[config.mk]
export PLATFORM = sky130hd
export DESIGN_NAME = idit8_engine
export DESIGN_NICKNAME = d
export VERILOG_FILES = /design/src/rtl/idit8_engine.sv
export SDC_FILE = /design/constraint.sdc
export NUM_CORES = 2
export LEC_CHECK = 0
export ABC_AREA = 0
export BUFFER_PORTS_ARGS = -buffer_cell sky130_fd_sc_hd__buf_2
export CELL_PAD_IN_SITES_DETAIL_PLACEMENT = 0
export CELL_PAD_IN_SITES_GLOBAL_PLACEMENT = 1
export CORE_MARGIN = 3
export CORE_UTILIZATION = 52
export CTS_BUF_LIST = sky130_fd_sc_hd__clkbuf_2 sky130_fd_sc_hd__clkbuf_4 sky130_fd_sc_hd__clkbuf_8
export DETAILED_ROUTE_END_ITERATION = 7
export PLACE_DENSITY_LB_ADDON = 0.1
export SYNTH_ARGS = -nofsm -noshare
export SYNTH_HDL_FRONTEND = slang
export SYNTH_HIERARCHICAL = 1
export SYNTH_SLANG_ARGS = --single-unit
export TNS_END_PERCENT = 1
[constraint.sdc]
create_clock -name clk -period 21.3 [get_ports clk]
set_input_delay 4.26 -clock clk [delete_from_list [all_inputs] [get_ports clk]]
set_output_delay 4.26 -clock clk [all_outputs]
set_load 0.02 [all_outputs]
[src/rtl/idit8_engine.sv]
// 8-point radix-2 DIT inverse FFT built around one shared butterfly, stepped 3 stages x 4 butterflies.
// Results are the working bank scaled by 1/8, saturated to DW bits and registered per output sample.

module idit8_out_lane #(
  parameter int DW = 17,
  parameter int IW = 20
) (
  input  logic          clk,
  input  logic          reset,
  input  logic          ld_i,
  input  logic [IW-1:0] acc_re_i,
  input  logic [IW-1:0] acc_im_i,
  output logic [DW-1:0] y_re_o,
  output logic [DW-1:0] y_im_o
);
  localparam logic signed [IW-1:0] MAXV = IW'((2 ** (DW - 1)) - 1);
  localparam logic signed [IW-1:0] MINV = -MAXV - IW'(1);

  function automatic logic [DW-1:0] scale_sat(input logic [IW-1:0] v);
    logic signed [IW-1:0] sh;
    sh = $signed(v) >>> 3;
    if (sh > MAXV)      scale_sat = DW'(MAXV);
    else if (sh < MINV) scale_sat = DW'(MINV);
    else                scale_sat = DW'(sh);
  endfunction

  logic [DW-1:0] y_re_q, y_re_d, y_im_q, y_im_d;

  assign y_re_d = ld_i ? scale_sat(acc_re_i) : y_re_q;
  assign y_im_d = ld_i ? scale_sat(acc_im_i) : y_im_q;

  always_ff @(posedge clk) begin
    if (reset) begin
      y_re_q <= '0;
      y_im_q <= '0;
    end else begin
      y_re_q <= y_re_d;
      y_im_q <= y_im_d;
    end
  end

  assign y_re_o = y_re_q;
  assign y_im_o = y_im_q;
endmodule

module idit8_engine #(
  parameter int DW = 17,
  parameter int IW = 20,
  parameter int TW = 18
) (
  input  logic            clk,
  input  logic            reset,
  input  logic            start,
  input  logic [8*DW-1:0] x_re,
  input  logic [8*DW-1:0] x_im,
  output logic            busy,
  output logic            done,
  output logic [8*DW-1:0] y_re,
  output logic [8*DW-1:0] y_im
);
  localparam int PW = IW + TW;
  localparam logic signed [TW-1:0] W_ONE = TW'(65536);
  localparam logic signed [TW-1:0] W_R2  = TW'(46340);

  typedef enum logic [1:0] {S_IDLE, S_STAGE, S_OUTPUT} state_t;

  state_t            state_q, state_d;
  logic [1:0]        s_q, s_d, b_q, b_d;
  logic [7:0][IW-1:0] re_q, re_d, im_q, im_d;
  logic [7:0][IW-1:0] ld_re, ld_im;
  logic              done_q, done_d;
  logic              y_ld;

  // Bank is loaded in bit-reversed order so the butterflies run in place.
  for (genvar g = 0; g < 8; g++) begin : g_load
    localparam int R = ((g & 1) << 2) | (g & 2) | ((g >> 2) & 1);
    assign ld_re[g] = IW'($signed(x_re[R*DW +: DW]));
    assign ld_im[g] = IW'($signed(x_im[R*DW +: DW]));
  end

  logic [2:0] top, bot;
  logic [1:0] k;

  always_comb begin
    top = '0;
    bot = '0;
    k   = '0;
    case (s_q)
      2'd0: begin
        top = {b_q, 1'b0};
        bot = {b_q, 1'b1};
        k   = 2'd0;
      end
      2'd1: begin
        top = {b_q[1], 1'b0, b_q[0]};
        bot = {b_q[1], 1'b1, b_q[0]};
        k   = {b_q[0], 1'b0};
      end
      default: begin
        top = {1'b0, b_q};
        bot = {1'b1, b_q};
        k   = b_q;
      end
    endcase
  end

  // Inverse twiddles: W(k) = cos(pi*k/4) + j*sin(pi*k/4), Q2.16.
  logic signed [TW-1:0] wr, wi;

  always_comb begin
    wr = W_ONE;
    wi = '0;
    case (k)
      2'd0: begin wr = W_ONE;  wi = '0;    end
      2'd1: begin wr = W_R2;   wi = W_R2;  end
      2'd2: begin wr = '0;     wi = W_ONE; end
      default: begin wr = -W_R2; wi = W_R2; end
    endcase
  end

  logic signed [IW-1:0] ar, ai;
  logic signed [PW:0]   ar_x, ai_x, wr_x, wi_x, mr, mi;
  logic [IW-1:0]        tr, ti, sum_re, sum_im, dif_re, dif_im;

  assign ar   = $signed(re_q[bot]);
  assign ai   = $signed(im_q[bot]);
  assign ar_x = (PW+1)'(ar);
  assign ai_x = (PW+1)'(ai);
  assign wr_x = (PW+1)'(wr);
  assign wi_x = (PW+1)'(wi);
  assign mr   = ar_x * wr_x - ai_x * wi_x;
  assign mi   = ar_x * wi_x + ai_x * wr_x;
  // Arithmetic shift floors toward -inf before wrapping to IW.
  assign tr   = IW'(mr >>> 16);
  assign ti   = IW'(mi >>> 16);

  assign sum_re = re_q[top] + tr;
  assign sum_im = im_q[top] + ti;
  assign dif_re = re_q[top] - tr;
  assign dif_im = im_q[top] - ti;

  always_comb begin
    state_d = state_q;
    s_d     = s_q;
    b_d     = b_q;
    re_d    = re_q;
    im_d    = im_q;
    done_d  = 1'b0;
    y_ld    = 1'b0;
    case (state_q)
      S_IDLE: begin
        if (start) begin
          re_d    = ld_re;
          im_d    = ld_im;
          s_d     = '0;
          b_d     = '0;
          state_d = S_STAGE;
        end
      end
      S_STAGE: begin
        re_d[top] = sum_re;
        im_d[top] = sum_im;
        re_d[bot] = dif_re;
        im_d[bot] = dif_im;
        b_d       = b_q + 2'd1;
        if (b_q == 2'd3) begin
          if (s_q == 2'd2) begin
            s_d     = '0;
            state_d = S_OUTPUT;
          end else begin
            s_d = s_q + 2'd1;
          end
        end
      end
      S_OUTPUT: begin
        y_ld    = 1'b1;
        done_d  = 1'b1;
        state_d = S_IDLE;
      end
      default: state_d = S_IDLE;
    endcase
  end

  always_ff @(posedge clk) begin
    if (reset) begin
      state_q <= S_IDLE;
      s_q     <= '0;
      b_q     <= '0;
      re_q    <= '0;
      im_q    <= '0;
      done_q  <= 1'b0;
    end else begin
      state_q <= state_d;
      s_q     <= s_d;
      b_q     <= b_d;
      re_q    <= re_d;
      im_q    <= im_d;
      done_q  <= done_d;
    end
  end

  assign busy = (state_q != S_IDLE);
  assign done = done_q;

  for (genvar n = 0; n < 8; n++) begin : g_lane
    idit8_out_lane #(.DW(DW), .IW(IW)) u_lane (
      .clk      (clk),
      .reset    (reset),
      .ld_i     (y_ld),
      .acc_re_i (re_q[n]),
      .acc_im_i (im_q[n]),
      .y_re_o   (y_re[n*DW +: DW]),
      .y_im_o   (y_im[n*DW +: DW])
    );
  end
endmodule

# After elaboration in Yosys (flattened, before gate mapping)
# Index checks and enable logic that the tools add are counted.
# W data, S select, Z words.
# op_classes
n_addsub	8
mul	4
order_cmp	36
eq_ne	10
mux	67
n_reduce_logical	10
# ops
cell	n
$bwmux W160	4
$pmux W160 S2	2
$mux W17	32
$mux W160	2
$gt A17 B17 Y1 const B	16
$lt A17 B17 Y1 const B	16
$bmux W20 S3	4
$mul A20 B18 Y36	4
$demux W20 S3	2
$mux W20	6
$pmux W18 S3	1
$add A20 B20 Y20	2
$sub A20 B20 Y20	2
$add A36 B36 Y36	1
$sub A36 B36 Y36	1
$pmux W17 S2	1
$pmux W2 S2	4
$mux W2	6
$pmux W3 S2	2
$eq A2 B2 Y1 const B	4
$lt A3 B4 Y1 const B	2
$eq A2 B1 Y1 const B	3
$ge A3 B1 Y1 const B	2
$logic_not A2 Y1	3
7 further kinds	13
# totals
reg_bits	599
in_bits	275
out_inout_bits	274
word_cells	171

# Depth between registers and ports, before layout
# logic_depth
depth_word	10
mapped_depth	53
ltp_nobuf	49

# By module
# Netlist, hierarchy kept.
# by_module_without_submodules
module	n_inst	cells_each	area_per_inst_um2	seq_area_each_um2
idit8_engine	1	6240	53311.1	6546.3
idit8_out_lane	8	110	1238.7	680.7

# Least setup slack after synthesis
# No wires, ideal clock.
# synth_path
kind	reg2reg
from	register b_q[0]
to	register im_q[96] (netlist name)
setup_ps	70
t_arrival_ps	11637
required_time_ps	21230
setup_slack_ps	9592
stages_incl_launch_ff	45
n_path_buf	7
synth_period_minus_slack_ps	11708
path_cell_list	dfxtp_1 buf_4 buf_4 buf_4 clkbuf_1 nand2_1 o21ai_0 ha_1 clkbuf_1 clkbuf_1 clkbuf_1 nand2_1 fa_1 fa_1 inv_1 fa_1 inv_1 fa_1 (+9 left out) a221oi_1 nand2_1 a21oi_1 o21bai_1 a21o_1 a21oi_1 o21bai_1 a21oi_1 xnor2_1 ha_1 or4_1 o211ai_1 a2111oi_0 o41ai_1 xnor2_1 a221oi_1 or3_1 a21oi_1
# synth_via
elab_chain_cells	9
word_cells_on_any_way	32
cone_classes	add/sub (3); mul (2); order compare (4); eq/ne (2); mux (18); reduce/logical (3)
# synth_rtl
item	line_no	source
from (decl)	68	logic [1:0] s_q, s_d, b_q, b_d;
from (signal assigned)	188	b_q <= '0;
from (signal assigned)	195	b_q <= b_d;
$pmux W3 S2 / $pmux W2 S2 (equally long branches)	88	case (s_q)
$bmux W20 S3 (tied with other cells)	125	assign ar = $signed(re_q[bot]);
$mux W20 (implied by the code) (tied with other cells)	125	
$mul A20 B18 Y36	132	assign mi = ar_x * wi_x + ai_x * wr_x;
$add A36 B36 Y36	132	
$add A20 B20 Y20	138	assign sum_im = im_q[top] + ti;
$bwmux W160	162	im_d[top] = sum_im;
$bwmux W160 *	164	im_d[bot] = dif_im;
$pmux W160 S2 *	150	case (state_q)
to (signal assigned)	197	im_q <= im_d;
to (decl)	69	logic [7:0][IW-1:0] re_q, re_d, im_q, im_d;
# Every way passes the cells marked *; elsewhere a longest branch is shown, timed or not. The select of a mux whose other input is x is not followed.
# A chain may end at the register's enable or synchronous reset.

# Worst setup path in the final report
# layout_path
from	register b_q[1]
to	register im_q[96] (netlist name)
# The elaborated chain is that of the path after synthesis.

==> flow_summary.toml <==
[finish]
layout-drive-gt1-share_pct = 13.2
area_growth_pct = 10.6
fillers = 11200
nNetsFinal = 9214
fin_area_um2 = 69900
final_cells = 9241

[min_path]
hp-class = "reg2reg"

[synthesis]
synth_cells = 7120
ys_seq_area_share_pct = 19.0
synth_edf_count = 0
synth.distinct_cells = 91
synth_xor_area_share_pct = 2.33
synthArstFlopShare_pct = 0
synthSimpleGateAreaFrac_pct = 12.3
yosys.area.top_type_share_pct = 27.3
synthAdderAreaFrac_pct = 38.1
yosys.area.top_type = "fa_1"
synth_mux_area_share_pct = 4.86
syn-cell-area_um2 = 63200
avgSynthCellArea_um2 = 8.88
ys_ff_latch = 599
ys_warn_count = 6
ys.flop_type = "dfxtp_1"
synth_fp_nets = 8801
synth_compound_area_share_pct = 13.0
synth_top_family_by_area = "adder cells"
synthTopCellsByArea = "fa_1 (27%), dfxtp_1 (19%), ha_1 (11%)"

[status]
violations = "design-rule violations"
status = "complete, but fails checks"

[setup_path]
crit_family = "adder cells"
path_buf_inv = 8
required_ps = 22080
slowest_delay_ps = 760
timing.critical_path.fanout_max = 50
endpoint_kind = "flop"
critPathSlowestCell = "a2111oi_0"
arrival_ps = 15740
start_kind = "flop"
path_class = "reg2reg"
worst_path_most_repeated_cell = "fa_1"

[global_route]
track_usage_pct = 43.8
grt_pass1_vias = 57100
grt_pass1_wl_mm = 400
grt-ovfl-total = 0
antenna_found_initial = 24
grt_max_degree = 182

[clocking]
clk_path_buf_depth = 3
cts.repair.resized = 0
cts_hold_buf = 0
cts.htree.levels = 3
path_clk_slew_ps = 70
clock_sinks = 599
numCtsBuffers = 108
clockRootBuffer = "clkbuf_8"
clk-insertion-delay-late_ps = 860
cts_setup_buffers = 0
cts_tree = "yes"

[detailed_routing]
drtIter0Drc = 7221
postRouteAntennaNets = 0
drt_first_pass_iters = 8
wl_mm = 278
vias = 56800
route.detailed.drc = 1
vias_per_cell = 6.15
routedWlPerCell_um = 30.1

[sta]
hold_viol_final = 0
tightest_slew_ps = 1400
tns_ps = 0
fmax_mhz = 66.8
setup_viol = 0
fin_crit_sh_pct = 70.2
whs_ps = 472
rsz0062_at_grt = "no"
drv_slew = 0
skew_ps = 67.5
slew_headroom_pct = 4.03
min_period_ps = 14960

[placement]
dpl_cell_area_um2 = 67500
place_inst = 9035
place_congestion = 1.08
place_hpwl_mm = 221
numPortBuffers = 548

[floorplan]
ios = 549
die_height_um = 355
dieArea_um2 = 126000
start_util_pct = 52.6
core_um2 = 120000
num_rows = 127
fp.dieW_um = 355

[job]
maxCapViolations = 0
-- metal layers --
| metal | routed length [um] | GRT usage (%) | vias to the layer above | part of all wire (%) |
|---|---|---|---|---|
| met5 | 74 | 0 | - | 0.027 |
| met4 | 20500 | 25.7 | 12 | 7.4 |
| met3 | 34000 | 12.5 | 805 | 12 |
| met2 | 118000 | 64.8 | 3751 | 42 |
| met1 | 106000 | 57.3 | 28000 | 38 |
| li1 | - | - | 24300 | - |
-- final cells by class --
type	count	area, um^2	area share [%]
clock buffer	173	2170	3.11
tap	1612	2020	2.88
inverter	1231	4630	6.62
antenna	11	27.5	0.0394
clock inverter	22	240	0.344
sequential	599	12000	17.2
timing repair buffer	699	3910	5.59
multi-input combinational	4894	44900	64.3
-- worst min-delay path, stage by stage (launching register included) --
cell and delay, ps:
dfxtp_1 320, nand2_1 50, a21oi_1 50
-- sequential cells by signal (all words and copies together), names as in the netlist --
signal and count:
s_q 2, im_q 160, re_q 160, g_lane.u_lane/y_re_o 136, done 1, state_q 2, g_lane.u_lane/y_im_o 136, b_q 2
-- stage by stage --
| stage | setup slack, ps | utilization (%) |
|---|---|---|
| after floorplan | 9590 | - |
| after global placement | 7040 | 56.1 |
| after detailed placement | 6820 | 56.1 |
| after CTS | 6800 | 58.1 |
| after global routing | 5710 | 58.1 |
| final | 6340 | 58.1 |
-- logic make-up (layout without fill, tap and decap cells) --
kind of cell               count (synthesis)  count (layout)
and+or+nand+nor                         1834            1834
xor gates and xnor gates                 164             164
muxes                                    307             307
DFF                                      599             599
AOI/OAI and AO/OA                       1183            1183
buffers and inverters                   1627            2125
adders and majority gates               1406            1406
other                                      0              11
-- final timing paths --
path,from,slack [ps],cells past startpoint,end
worst min register to register,im_q[1],470,2,im_q[1]
worst max register to register,b_q[1],6340,48,im_q[96]
worst min-delay path,im_q[1],470,2,im_q[1]
worst max-delay path,b_q[1],6340,48,im_q[96]
-- synth_stat cells, types with 38 or more instances --
library cell     n
o211ai_1        49
a211oi_1        40
o221ai_1        48
a221oi_1       202
nor3_1         192
nand3_1         58
inv_1         1227
o21ai_0        117
a22oi_1         38
o22ai_1        144
nor2_1         926
a21oi_1        298
fa_1           862
clkbuf_1       295
dfxtp_1        599
xor2_1          39
nand2_1        454
nor4_1          48
ha_1           544
xnor2_1        121
mux2i_1        307
-- cell usage in the layout, fill, tap and decap left out, types with 114 or more instances in the layout --
cell      synthesis  routed
nand2_1         454     449
clkbuf_8          0     140
buf_2            32     548
nor3_1          192     190
fa_1            862     862
nor2_1          926     914
dfxtp_1         599     597
ha_1            544     543
mux2i_1         307     307
a221oi_1        202     202
xnor2_1         121     114
inv_1          1227    1227
o22ai_1         144     144
buf_4             5     148
a21oi_1         298     294
o21ai_0         117     117
Power is left out: the tool's default activity adds up to more than one toggle a clock period on the data nets, which glitch-free logic cannot reach.
